===== src/rtl/lp_down_sample_pack.sv =====
// Decimates a filtered sample stream, packs kept sample pairs into 2*DATA_WIDTH
// words and buffers them in a small FIFO with a valid/ready output.
module lp_down_sample_pack #(
  parameter real TCQ        = 0.1,
  parameter int  DATA_WIDTH = 16,
  parameter int  FIFO_DEPTH = 4
) (
  input  logic                    clk_i,
  input  logic                    rst_i,
  input  logic                    laser_start_i,
  input  logic [7:0]              fir_down_sample_num_i,
  input  logic                    lp_laser_vld_i,
  input  logic [DATA_WIDTH-1:0]   lp_laser_data_i,
  output logic                    m_tvalid_o,
  input  logic                    m_tready_i,
  output logic [2*DATA_WIDTH-1:0] m_tdata_o,
  output logic                    overflow_o,
  output logic [31:0]             word_cnt_o
);

  localparam int AW = $clog2(FIFO_DEPTH);
  localparam int CW = AW + 1;
  localparam logic [4:0] N_MAX = 5'd19;

  generate
    if (TCQ < 0.0 || FIFO_DEPTH < 2 || (FIFO_DEPTH & (FIFO_DEPTH - 1)) != 0) begin : g_bad_param
      $error("lp_down_sample_pack: TCQ must be >= 0 and FIFO_DEPTH a power of two >= 2");
    end
  endgenerate

  function automatic logic [4:0] clamp_num(input logic [7:0] num);
    return (num > 8'd19) ? N_MAX : num[4:0];
  endfunction

  function automatic logic [31:0] sat_inc(input logic [31:0] v);
    return (v == 32'hFFFF_FFFF) ? v : v + 32'd1;
  endfunction

  typedef enum logic {IDLE = 1'b0, RUN = 1'b1} state_e;

  state_e state_q, state_d;
  logic   start_prev_q;
  logic   start_rise, start_fall;

  logic [4:0]              n_q, n_d;
  logic [4:0]              dec_cnt_q, dec_cnt_d;
  logic                    half_q, half_d;
  logic [DATA_WIDTH-1:0]   low_q, low_d;
  logic                    push_q, push_d;
  logic [2*DATA_WIDTH-1:0] word_q, word_d;
  logic                    overflow_q, overflow_d;
  logic [31:0]             word_cnt_q, word_cnt_d;

  logic [2*DATA_WIDTH-1:0] mem_q [FIFO_DEPTH];
  logic [AW-1:0]           wr_ptr_q, wr_ptr_d, rd_ptr_q, rd_ptr_d;
  logic [CW-1:0]           count_q, count_d;
  logic                    fifo_empty, fifo_full, pop, push_ok;

  // State register; start_prev resets high so a start held through reset is not a new run
  always_ff @(posedge clk_i or posedge rst_i) begin
    if (rst_i) begin
      state_q      <= IDLE;
      start_prev_q <= 1'b1;
    end else begin
      state_q      <= state_d;
      start_prev_q <= laser_start_i;
    end
  end

  always_comb begin
    state_d = state_q;
    case (state_q)
      IDLE:    if (laser_start_i && !start_prev_q) state_d = RUN;
      RUN:     if (!laser_start_i) state_d = IDLE;
      default: state_d = IDLE;
    endcase
  end

  always_comb begin
    start_rise = (state_q == IDLE) && (state_d == RUN);
    start_fall = (state_q == RUN) && (state_d == IDLE);
  end

  // Decimation and half-word packing
  always_comb begin
    n_d       = n_q;
    dec_cnt_d = dec_cnt_q;
    half_d    = half_q;
    low_d     = low_q;
    push_d    = 1'b0;
    word_d    = word_q;
    if (start_rise) begin
      n_d       = clamp_num(fir_down_sample_num_i);
      dec_cnt_d = '0;
      half_d    = 1'b0;
    end else if (state_q != RUN || start_fall) begin
      dec_cnt_d = '0;
      half_d    = 1'b0;
    end else if (lp_laser_vld_i) begin
      dec_cnt_d = (dec_cnt_q >= n_q) ? 5'd0 : dec_cnt_q + 5'd1;
      if (dec_cnt_q == 5'd0) begin
        if (!half_q) begin
          low_d  = lp_laser_data_i;
          half_d = 1'b1;
        end else begin
          word_d = {lp_laser_data_i, low_q};
          push_d = 1'b1;
          half_d = 1'b0;
        end
      end
    end
  end

  // Output FIFO; a push into a full FIFO succeeds only when a pop frees a slot on the same edge
  always_comb begin
    fifo_empty = (count_q == '0);
    fifo_full  = (count_q == CW'(FIFO_DEPTH));
    pop        = !fifo_empty && m_tready_i;
    push_ok    = push_q && (!fifo_full || pop);
    wr_ptr_d   = push_ok ? wr_ptr_q + AW'(1) : wr_ptr_q;
    rd_ptr_d   = pop ? rd_ptr_q + AW'(1) : rd_ptr_q;
    case ({push_ok, pop})
      2'b10:   count_d = count_q + CW'(1);
      2'b01:   count_d = count_q - CW'(1);
      default: count_d = count_q;
    endcase
    overflow_d = overflow_q;
    word_cnt_d = word_cnt_q;
    if (start_rise) begin
      overflow_d = 1'b0;
      word_cnt_d = '0;
    end else begin
      if (push_q && !push_ok) overflow_d = 1'b1;
      if (push_ok) word_cnt_d = sat_inc(word_cnt_q);
    end
  end

  always_ff @(posedge clk_i or posedge rst_i) begin
    if (rst_i) begin
      n_q        <= '0;
      dec_cnt_q  <= '0;
      half_q     <= 1'b0;
      push_q     <= 1'b0;
      overflow_q <= 1'b0;
      word_cnt_q <= '0;
      wr_ptr_q   <= '0;
      rd_ptr_q   <= '0;
      count_q    <= '0;
    end else begin
      n_q        <= n_d;
      dec_cnt_q  <= dec_cnt_d;
      half_q     <= half_d;
      push_q     <= push_d;
      overflow_q <= overflow_d;
      word_cnt_q <= word_cnt_d;
      wr_ptr_q   <= wr_ptr_d;
      rd_ptr_q   <= rd_ptr_d;
      count_q    <= count_d;
    end
  end

  always_ff @(posedge clk_i) begin
    low_q  <= low_d;
    word_q <= word_d;
    if (push_ok) mem_q[wr_ptr_q] <= word_q;
  end

  // Data is gated by the empty flag so the output reads zero in and after reset
  assign m_tvalid_o = !fifo_empty;
  assign m_tdata_o  = fifo_empty ? '0 : mem_q[rd_ptr_q];
  assign overflow_o = overflow_q;
  assign word_cnt_o = word_cnt_q;

endmodule


===== config.mk =====
export PLATFORM = sky130hd
export DESIGN_NAME = lp_down_sample_pack
export DESIGN_NICKNAME = d
export VERILOG_FILES = /design/src/rtl/lp_down_sample_pack.sv
export SDC_FILE = /design/constraint.sdc
export NUM_CORES = 1
export LEC_CHECK = 0
export CORE_MARGIN = 4
export CORE_UTILIZATION = 53
export CTS_BUF_LIST = sky130_fd_sc_hd__clkbuf_2
export DETAILED_ROUTE_END_ITERATION = 16
export PLACE_DENSITY = 0.81
export SLEW_MARGIN = 20
export SYNTH_ARGS = -nofsm -noshare
export SYNTH_HDL_FRONTEND = slang
export SYNTH_SLANG_ARGS = --single-unit
export TNS_END_PERCENT = 20

===== constraint.sdc =====
create_clock -name clk_i -period 2.95 [get_ports clk_i]
set_clock_uncertainty 0.2 [all_clocks]
set_input_delay 0.295 -clock clk_i [delete_from_list [all_inputs] [get_ports clk_i]]
set_output_delay 0.295 -clock clk_i [all_outputs]
set_load 0.05 [all_outputs]

==> results.json, run 1 <==
{
  "status": "completed",
  "setup.worst_path.end": "m_tdata_o[29]",
  "ys_seq_elements": 230,
  "reg2reg_depth": 5,
  "synthesis.yosys.warnings": 0,
  "min_path_type": "in -> reg",
  "synth_ff_type": "edfxtp_1",
  "syn_nets": 623,
  "clockBufferDepth": 3,
  "drtPass1Iterations": 4,
  "critPathMaxStageDelay_ns": 0.55,
  "grt.total_usage_pct": 18.9,
  "portBuffers": 94,
  "place_congestion": 0.927,
  "dp_hpwl_um": 11200,
  "drive_gt1_share_pct": 26.3,
  "arrival_ns": 2.37,
  "crit_chain": "buf_4 -> mux4_2 -> and2_1 -> buf_12",
  "start_util_pct": 53.9,
  "rr_endpoint": "word_cnt_o[31]$_DFFE_PP0P_",
  "synth-async-reset-ratio_pct": 23.5,
  "whs_ns": 0.142,
  "synthCells": 581,
  "switching_power_w": 0.00330,
  "maxSlewHeadroom_pct": 40.1,
  "pin_count": 95,
  "viasPerCell": 5.57,
  "synth-edff-count": 176,
  "setup_tns_ns": 0,
  "r2r-start": "count_q[2]$_DFFE_PP0P_",
  "synthesis.area_um2": 9280,
  "root_buffer": "clkbuf_2",
  "p_leak_nw": 4.30,
  "mostFrequentLayoutCells": "176 x edfxtp_1, 82 x clkbuf_2, 61 x clkdlybuf4s50_1, 50 x dfrtp_1, 35 x buf_12",
  "fp.dieH_um": 140,
  "internal_power_w": 0.00644,
  "post-route-min-period_ns": 2.86,
  "maxCapViolCount": 0,
  "swShare_pct": 33.9,
  "worstSetupPathType": "reg -> out",
  "cp.required_ns": 2.46,
  "drt_iter0_markers": 276,
  "routed_wirelength_um": 18400,
  "reg2reg_slack_ns": 0.49,
  "ant_nets": 0,
  "cts_tree": "yes",
  "cp-start-kind": "flop",
  "detail_route.wl_per_cell_um": 18.1,
  "route.detailed.drc": 0,
  "fin_crit_sh_pct": 97.1,
  "core_um2": 17200,
  "ir_drop_mv": 0.747,
  "cts_made_buffers": 52,
  "p_per_area_nw_per_um2": 827,
  "yosysUniqueCellTypes": 51,
  "mostFrequentLayoutCell": "edfxtp_1",
  "tightest_slew_ns": 0.899,
  "gr-total-overflow": 0,
  "placed_area_um2": 10900,
  "num_rows": 48,
  "insertedDiodeCount": 0,
  "rsz0062_at_grt": "yes",
  "fmax_mhz": 349,
  "pwr-share-comb_pct": 41.8,
  "layout.nets": 794,
  "dieArea_um2": 19700,
  "insertion_delay_ns": 0.82,
  "setup_violations": 0,
  "numClockSinks": 230,
  "htree_levels": 2,
  "worstSetupStartpoint": "rd_ptr_q[0]$_DFFE_PP0P_",
  "antenna_found_initial": 0,
  "cp_max_fo": 6,
  "yosysSeqAreaShare_pct": 71.5,
  "clock_power_share_pct": 20.7,
  "die_w_um": 140,
  "grt_max_degree": 42,
  "crit_slowest_cell": "dfrtp_4",
  "critPathCaptureType": "primary output",
  "grt_pass1_vias": 5961,
  "fin_area_um2": 11800,
  "p_seq_share_pct": 37.5,
  "fin_util_pct": 68.4,
  "avgSynthCellArea_um2": 16.0,
  "slew_violations": 0,
  "grt_pass1_wl_um": 29900,
  "vias": 5664,
  "hold_violations": 0,
  "path_clk_slew_ns": 0.11,
  "area_delta_synth_final_pct": 26.9
}
[sequential cells by signal, summed over array words and instances, names as in the netlist]
| register | flops |
|---|---|
| count_q | 3 |
| dec_cnt_q | 5 |
| half_q | 1 |
| low_q | 16 |
| mem_q | 128 |
| n_q | 5 |
| overflow_o | 1 |
| push_q | 1 |
| rd_ptr_q | 2 |
| start_prev_q | 1 |
| state_q | 1 |
| word_cnt_o | 32 |
| word_q | 32 |
| wr_ptr_q | 2 |
[worst max-delay path: cells and delay by family (launching register included)]
| kind | cells | cell delay, ns |
|---|---|---|
| buffers and inverters | 2 | 0.31 |
| muxes | 1 | 0.53 |
| and+or+nand+nor | 1 | 0.21 |
| DFF | 1 | 0.55 |
[cell usage after synthesis (6+ instances only)]
library cell / instances / area [um2]
a21oi_1: 26 / 130
xor2_1: 7 / 61.3
o21ai_0: 17 / 85.1
nand2_1: 32 / 120
nor2_1: 17 / 63.8
edfxtp_1: 176 / 5290
ha_1: 12 / 150
dfrtp_1: 53 / 1330
clkbuf_1: 13 / 48.8
o21ai_1: 14 / 70.1
nand3_1: 21 / 105
inv_1: 16 / 60.1
mux4_2: 32 / 721
or3_1: 23 / 144
o211ai_1: 6 / 45.0
nand4_1: 8 / 50.1
and3_1: 7 / 43.8
and2_1: 38 / 238
[metal layers]
metal  part of all wire (%)  wire, um  vias to the layer above  global-route usage, %
met5                      0         0                        -                      0
met1                     41      7500                     2817                   23.9
met3                    6.4      1170                       27                   4.27
li1                       -         -                     2618                      -
met4                    1.6       287                        0                   6.17
met2                     51      9400                      202                   32.7
[what timing repair did]
action	in CTS	in global routing
endpoints found under the hold margin	76	0
cloned	0	3
gates resized for setup	4	24
setup endpoints to repair	23	32
hold buffers	26	0
setup buffers	2	0
[power by group through the flow]
| stage | logic (W) | registers (W) | clock network, W |
|---|---|---|---|
| global route | 0.00425 | 0.00367 | 0.00225 |
| CTS | 0.00384 | 0.00363 | 0.00208 |
| floorplan | 0.00215 | 0.00362 | 0 |
| detailed placement | 0.00374 | 0.00373 | 0 |
| finish | 0.00407 | 0.00366 | 0.00201 |
| global placement | 0.00369 | 0.00372 | 0 |
[final cells by class]
type	count	area, um2
Clock buffer	82	410
Sequential cell	230	6650
Fill cell	1115	5460
Tap cell	225	282
Timing Repair Buffer	139	1760
Inverter	16	60.1
Multi-Input combinational cell	313	2550
Clock inverter	11	77.6
[per-stage QoR]
stage / power [W] / worst slack, ns / std cells
floorplan: 0.00577 / 0.0268 / 581
global placement: 0.00741 / 0.319 / 892
detailed placement: 0.00746 / 0.205 / 892
CTS: 0.00954 / 0.000212 / 1013
global route: 0.0102 / -0.0219 / 1016
finish: 0.00974 / 0.0870 / 1016
[worst min-delay path by stage]
stage	from	endpoint	cells past startpoint
floorplan	laser_start_i	start_prev_q$_DFF_PP1_	0
global placement	low_q[9]$_DFFE_PP_	word_q[9]$_DFFE_PP_	0
global route	fir_down_sample_num_i[6]	n_q[0]$_DFFE_PP0P_	4
finish	fir_down_sample_num_i[6]	n_q[0]$_DFFE_PP0P_	4
CTS	fir_down_sample_num_i[6]	n_q[0]$_DFFE_PP0P_	4
detailed placement	low_q[10]$_DFFE_PP_	word_q[10]$_DFFE_PP_	0
[cell families after synthesis]
| family | after synthesis | synth area share (%) |
|---|---|---|
| and+or+nand+nor | 175 | 10.9 |
| AOI/OAI and AO/OA | 80 | 5.08 |
| buffers and inverters | 38 | 1.73 |
| DFF | 230 | 71.5 |
| xor gates and xnor gates | 12 | 1.13 |
| muxes | 33 | 7.87 |
| adders and majority gates | 13 | 1.83 |
No activity file was read; power rests on OpenSTA's default activity.
==> run 2: changes to the inputs <==
--- a/config.mk
+++ b/config.mk
@@ -5,7 +5,7 @@
 export SDC_FILE = /design/constraint.sdc
 export NUM_CORES = 1
 export LEC_CHECK = 0
-export CORE_MARGIN = 4
+export CORE_MARGIN = 1
 export CORE_UTILIZATION = 53
 export CTS_BUF_LIST = sky130_fd_sc_hd__clkbuf_2
 export DETAILED_ROUTE_END_ITERATION = 16
==> constraint.sdc (replaced) <==
create_clock -name clk_i -period 2.34 [get_ports clk_i]
set_clock_uncertainty 0.2 [all_clocks]
set_input_delay 0.234 -clock clk_i [delete_from_list [all_inputs] [get_ports clk_i]]
set_output_delay 0.234 -clock clk_i [all_outputs]
set_load 0.05 [all_outputs]
==> run 2 against run 1 <==
Against the previous run: the run now ends with negative setup slack left; worst setup slack worse by 0.50 ns; final cell count up 3.6%; clock power up 22%; hold slack worse by 0.0014 ns; via count up 3.0%; flip-flop and latch count unchanged; largest power group unchanged.
==> results.json, run 2 (same netlist as run 1, synthesis figures left out) <==
{
  "status": "finished, violations left",
  "violations": "negative setup slack",
  "p_leak_nw": 4.59,
  "pin_count": 95,
  "vias": 5832,
  "core_um2": 17200,
  "maxSlewHeadroom_pct": 59.1,
  "viasPerCell": 5.54,
  "power_w": 0.0125,
  "start_util_pct": 54.1,
  "grt.total_usage_pct": 22.1,
  "swShare_pct": 34.4,
  "switching_power_w": 0.00431,
  "dp_hpwl_um": 11600,
  "drt_iter0_markers": 301,
  "num_rows": 48,
  "portBuffers": 94,
  "fin_crit_sh_pct": 118,
  "drtPass1Iterations": 6,
  "drive_gt1_share_pct": 30.4,
  "routed_wirelength_um": 19000,
  "setup_violations": 33,
  "fin_area_um2": 12100,
  "area_delta_synth_final_pct": 30.4,
  "min_path_type": "in -> async",
  "mostFrequentLayoutCells": "176 x edfxtp_1, 79 x clkbuf_2, 48 x dfrtp_1, 44 x buf_12",
  "clockBufferDepth": 3,
  "arrival_ns": 2.32,
  "antenna_found_initial": 0,
  "layout.nets": 823,
  "post-route-min-period_ns": 2.76,
  "cp-start-kind": "flop",
  "fmax_mhz": 363,
  "worstSetupStartpoint": "rd_ptr_q[0]$_DFFE_PP0P_",
  "grt_max_degree": 36,
  "fp.dieH_um": 134,
  "p_per_area_nw_per_um2": 1030,
  "r2r-start": "word_cnt_o[5]$_DFFE_PP0P_",
  "insertion_delay_ns": 0.80,
  "worstSetupPathType": "reg -> out",
  "cts_made_buffers": 56,
  "tightest_slew_ns": 0.606,
  "p_seq_share_pct": 36.2,
  "insertedDiodeCount": 0,
  "placed_area_um2": 11100,
  "ant_nets": 0,
  "dieArea_um2": 18000,
  "cp.required_ns": 1.91,
  "grt_pass1_vias": 6135,
  "place_congestion": 0.835,
  "largest_register_ffs": 128,
  "ir_drop_mv": 0.816,
  "cts_tree": "yes",
  "slew_violations": 0,
  "route.detailed.drc": 0,
  "largest_register": "mem_q",
  "pwr-share-comb_pct": 44.1,
  "die_w_um": 134,
  "cp_max_fo": 8,
  "critPathCaptureType": "primary output",
  "maxCapViolCount": 0,
  "internal_power_w": 0.00821,
  "fillCellCount": 1135,
  "hold_violations": 0,
  "detail_route.wl_per_cell_um": 18.0,
  "root_buffer": "clkbuf_2",
  "multi_input_area_um2": 2610,
  "register_area_um2": 6640,
  "rsz0062_at_grt": "yes",
  "gr-total-overflow": 0,
  "htree_levels": 2,
  "mostFrequentLayoutCell": "edfxtp_1",
  "worst_slack_ns": -0.415,
  "path_clk_slew_ns": 0.12,
  "clock_power_share_pct": 19.7,
  "numClockSinks": 230,
  "grt_pass1_wl_um": 30500,
  "setup_tns_ns": -12.93
}
==> run 2: cell count changes in the layout (fill, tap and decap cells not counted), moves of 3 or more <==
cell,delta
and2_1,-12
and2_4,+12
buf_12,+9
buf_4,+12
clkbuf_2,-3
clkdlybuf4s15_1,+5
clkdlybuf4s50_1,-33
clkinv_1,+14
clkinv_2,+7
dfrtp_2,+4
dlygate4sd2_1,+21
dlygate4sd3_1,+4
==> run 2: worst max-delay path: stages (launching register included) <==
cell,delay (ns)
dfrtp_2,0.42
buf_6,0.15
buf_16,0.14
mux4_2,0.50
and2_4,0.18
buf_12,0.14
==> run 2: layer usage <==
metal | vias up | GRT usage [%] | share of wire [%]
met1 | 2893 | 26.2 | 39
met4 | 0 | 7.43 | 1.7
met2 | 220 | 39.6 | 53
li1 | 2683 | - | -
met5 | - | 0 | 0
met3 | 36 | 5.10 | 6.0
==> run 2: final timing paths <==
kind / endpoint / slack [ns] / depth (start not counted)
setup / recovery: m_tdata_o[2] / -0.42 / 5
hold / removal: n_q[3]$_DFFE_PP0P_ / 0.14 / 3
setup reg to reg: word_cnt_o[31]$_DFFE_PP0P_ / 0.10 / 6
hold reg to reg: word_q[15]$_DFFE_PP_ / 0.21 / 0
max in group asynchronous: word_cnt_o[6]$_DFFE_PP0P_ / 1.16 / 4
min in group clk_i: word_q[15]$_DFFE_PP_ / 0.21 / 0
==> run 2: final cells by class <==
type | instances | area share (%)
timing repair buffer | 164 | 16.6
clock buffer | 74 | 3.06
tap | 225 | 2.33
sequential | 230 | 54.9
clock inverter | 31 | 1.10
multi-input combinational | 313 | 21.5
inverter | 16 | 0.496
==> run 2: per-stage QoR <==
stage / setup slack [ns] / hold WS (ns) / cells / utilization, %
after floorplan: -0.142 / 0.0385 / 581 / -
after global placement: 0.0930 / 0.202 / 911 / 64.7
after detailed placement: 0.0197 / 0.205 / 911 / 64.7
after CTS: -0.504 / 0.0853 / 1053 / 70.5
after global routing: -0.534 / 0.124 / 1053 / 70.5
final: -0.415 / 0.141 / 1053 / 70.5
==> run 2: power by group through the flow <==
stage / Clock (W) / Combinational [W] / Sequential [W]
after floorplan: 0 / 0.00272 / 0.00456
after global placement: 0 / 0.00478 / 0.00461
after detailed placement: 0 / 0.00486 / 0.00462
after CTS: 0.00254 / 0.00558 / 0.00453
after global routing: 0.00276 / 0.00575 / 0.00455
final: 0.00246 / 0.00552 / 0.00454
==> run 2: repair_timing <==
item,4_1_cts,5_1_grt
hold endpoints to repair,102,0
cloned,3,0
resized for setup,83,20
hold buffers,30,0
pin swaps,1,0
endpoints found under the setup margin,66,49
setup buffers,4,1
==> run 3: changes to the inputs <==
--- a/config.mk
+++ b/config.mk
@@ -9,6 +9,8 @@
 export CORE_UTILIZATION = 53
 export CTS_BUF_LIST = sky130_fd_sc_hd__clkbuf_2
 export DETAILED_ROUTE_END_ITERATION = 16
+export GPL_TIMING_DRIVEN = 0
+export HOLD_SLACK_MARGIN = 0.08
 export PLACE_DENSITY = 0.81
 export SLEW_MARGIN = 20
 export SYNTH_ARGS = -nofsm -noshare
==> run 3 against run 2 <==
Against the previous run: the flow still finishes with violations (negative setup slack); critical path depth up 1; total power rose by 2.4%; maximum frequency down 1.8%; combinational power is 1% higher; die area did not move; critical path type unchanged; largest cell class unchanged; largest power group unchanged; highest routed layer unchanged.
==> results.json, run 3 (same netlist as run 1, synthesis figures left out) <==
{
  "status": "finished, violations left",
  "violations": "negative setup slack",
  "num_rows": 48,
  "rsz0062_at_grt": "yes",
  "layout.nets": 835,
  "grt_max_degree": 55,
  "p_per_area_nw_per_um2": 1050,
  "die_w_um": 134,
  "maxCapViolCount": 0,
  "globalRouteMet2Util_pct": 42.6,
  "mostFrequentLayoutCell": "edfxtp_1",
  "r2r-start": "word_cnt_o[8]$_DFFE_PP0P_",
  "vias": 6009,
  "critPathMaxStageDelay_ns": 0.48,
  "route.detailed.drc": 0,
  "drive_gt1_share_pct": 33.0,
  "rr_endpoint": "word_cnt_o[13]$_DFFE_PP0P_",
  "worstSetupStartpoint": "rd_ptr_q[0]$_DFFE_PP0P_",
  "insertedDiodeCount": 0,
  "fmax_mhz": 356,
  "placed_area_um2": 10600,
  "ir_drop_mv": 0.904,
  "dp_hpwl_um": 12100,
  "pin_count": 95,
  "met3_usage_pct": 5.71,
  "dieArea_um2": 18000,
  "largest_register": "mem_q",
  "detail_route.wl_per_cell_um": 20.2,
  "htree_levels": 2,
  "setup.worst_path.end": "m_tdata_o[31]",
  "grt_busiest_layer": "met2",
  "power_w": 0.0128,
  "post-route-min-period_ns": 2.81,
  "grt_util_met1_pct": 27.9,
  "reg2reg_slack_ns": -0.03,
  "largest_register_ffs": 128,
  "root_buffer": "clkbuf_2",
  "crit_slowest_cell": "mux4_2",
  "setup_violations": 45,
  "place_congestion": 0.855,
  "core_um2": 17200,
  "setup_tns_ns": -13.82,
  "clockBufferDepth": 3,
  "grt_pass1_vias": 6234,
  "worst_slack_ns": -0.466,
  "cp-start-kind": "flop",
  "cts_tree": "yes",
  "place_worst_setup_slack_ns": -0.780,
  "arrival_ns": 2.37,
  "slew_violations": 0,
  "tightest_slew_ns": 0.688,
  "crit_buf_inv": 4,
  "portBuffers": 94,
  "start_util_pct": 54.1,
  "min_path_type": "reg -> reg",
  "critPathCaptureType": "primary output",
  "hold_violations": 0,
  "gr-total-overflow": 0,
  "numClockSinks": 230,
  "fillCellCount": 1104,
  "crit_cells": 6,
  "insertion_delay_ns": 0.80,
  "drt_iter0_markers": 274,
  "mostFrequentLayoutCells": "176 x edfxtp_1, 84 x clkbuf_2, 42 x dfrtp_1, 36 x and2_4",
  "path_clk_slew_ns": 0.11,
  "fp.dieH_um": 134,
  "cp.required_ns": 1.91,
  "worstSetupPathType": "reg -> out",
  "grt.total_usage_pct": 23.7,
  "crit_top_cell": "buf_6",
  "reg2reg_depth": 6,
  "antenna_found_initial": 0,
  "drtPass1Iterations": 4,
  "p_leak_nw": 4.68,
  "ant_nets": 0,
  "grt_pass1_wl_um": 32300,
  "area_delta_synth_final_pct": 31.5,
  "maxSlewHeadroom_pct": 54.1,
  "fin_crit_sh_pct": 120,
  "cp_max_fo": 3,
  "fin_area_um2": 12200,
  "critPathTopFamily": "multiplexers",
  "crit_chain": "buf_6 -> buf_6 -> buf_6 -> mux4_2 -> and2_4 -> buf_8",
  "viasPerCell": 5.67,
  "cts_made_buffers": 54,
  "routed_wirelength_um": 21400
}
[run 3: cell count changes in the layout (fill, tap and decap cells not counted), sizes merged]
| cell | before | now |
|---|---|---|
| buf | 73 | 76 |
| bufinv | 0 | 2 |
| clkbuf | 79 | 94 |
| clkdlybuf4s15 | 7 | 2 |
| clkinv | 29 | 12 |
| clkinvlp | 2 | 1 |
| dlygate4sd2 | 21 | 30 |
[run 3: cell type report]
cell class / count / area (um2) / area share [%]
timing repair buffer: 161 / 1820 / 14.9
multi-input combinational: 313 / 2710 / 22.2
tap: 225 / 282 / 2.31
clock buffer: 82 / 410 / 3.36
clock inverter: 15 / 114 / 0.932
sequential: 230 / 6650 / 54.5
inverter: 16 / 62.6 / 0.512
buffer: 17 / 166 / 1.36
[run 3: routing by layer]
layer / up-vias / part of all wire (%)
met4: 0 / 2.7
met2: 241 / 53
met5: - / 0
met3: 52 / 6.2
li1: 2702 / -
met1: 3014 / 38
[run 3: power by group]
part           total, W  internal (W)  leakage [nW]  switching [W]
sequential      0.00452       0.00444          2.29      0.0000745
combinational   0.00560       0.00277          2.00        0.00283
clock           0.00270       0.00115         0.390        0.00155
total            0.0128       0.00836          4.68        0.00445
[run 3: worst min path at each step]
stage / start / endpoint / slack (ns) / depth (start not counted)
floorplan: laser_start_i / start_prev_q$_DFF_PP1_ / 0.04 / 0
global placement: low_q[14]$_DFFE_PP_ / word_q[14]$_DFFE_PP_ / 0.20 / 0
detailed placement: low_q[15]$_DFFE_PP_ / word_q[15]$_DFFE_PP_ / 0.20 / 0
CTS: low_q[15]$_DFFE_PP_ / word_q[15]$_DFFE_PP_ / 0.22 / 0
global route: low_q[1]$_DFFE_PP_ / word_q[1]$_DFFE_PP_ / 0.23 / 0
finish: low_q[1]$_DFFE_PP_ / word_q[1]$_DFFE_PP_ / 0.23 / 0
[run 3: repair_timing]
action                     in CTS  in global routing
setup buffers                  19                 12
resized for setup             367                 48
setup endpoints to repair     224                184
pin swaps                      26                 27
gates cloned                    3                  1
hold endpoints to repair       99                  0
hold buffers                   30                  0
[run 3: stage by stage]
stage                     std cells  util, %  hold WS (ns)
after floorplan                 581        -        0.0385
after global placement          900     61.3         0.202
after detailed placement        904     61.9         0.205
after CTS                      1049     69.8         0.218
after global routing           1059     71.1         0.234
final                          1059     71.1         0.227
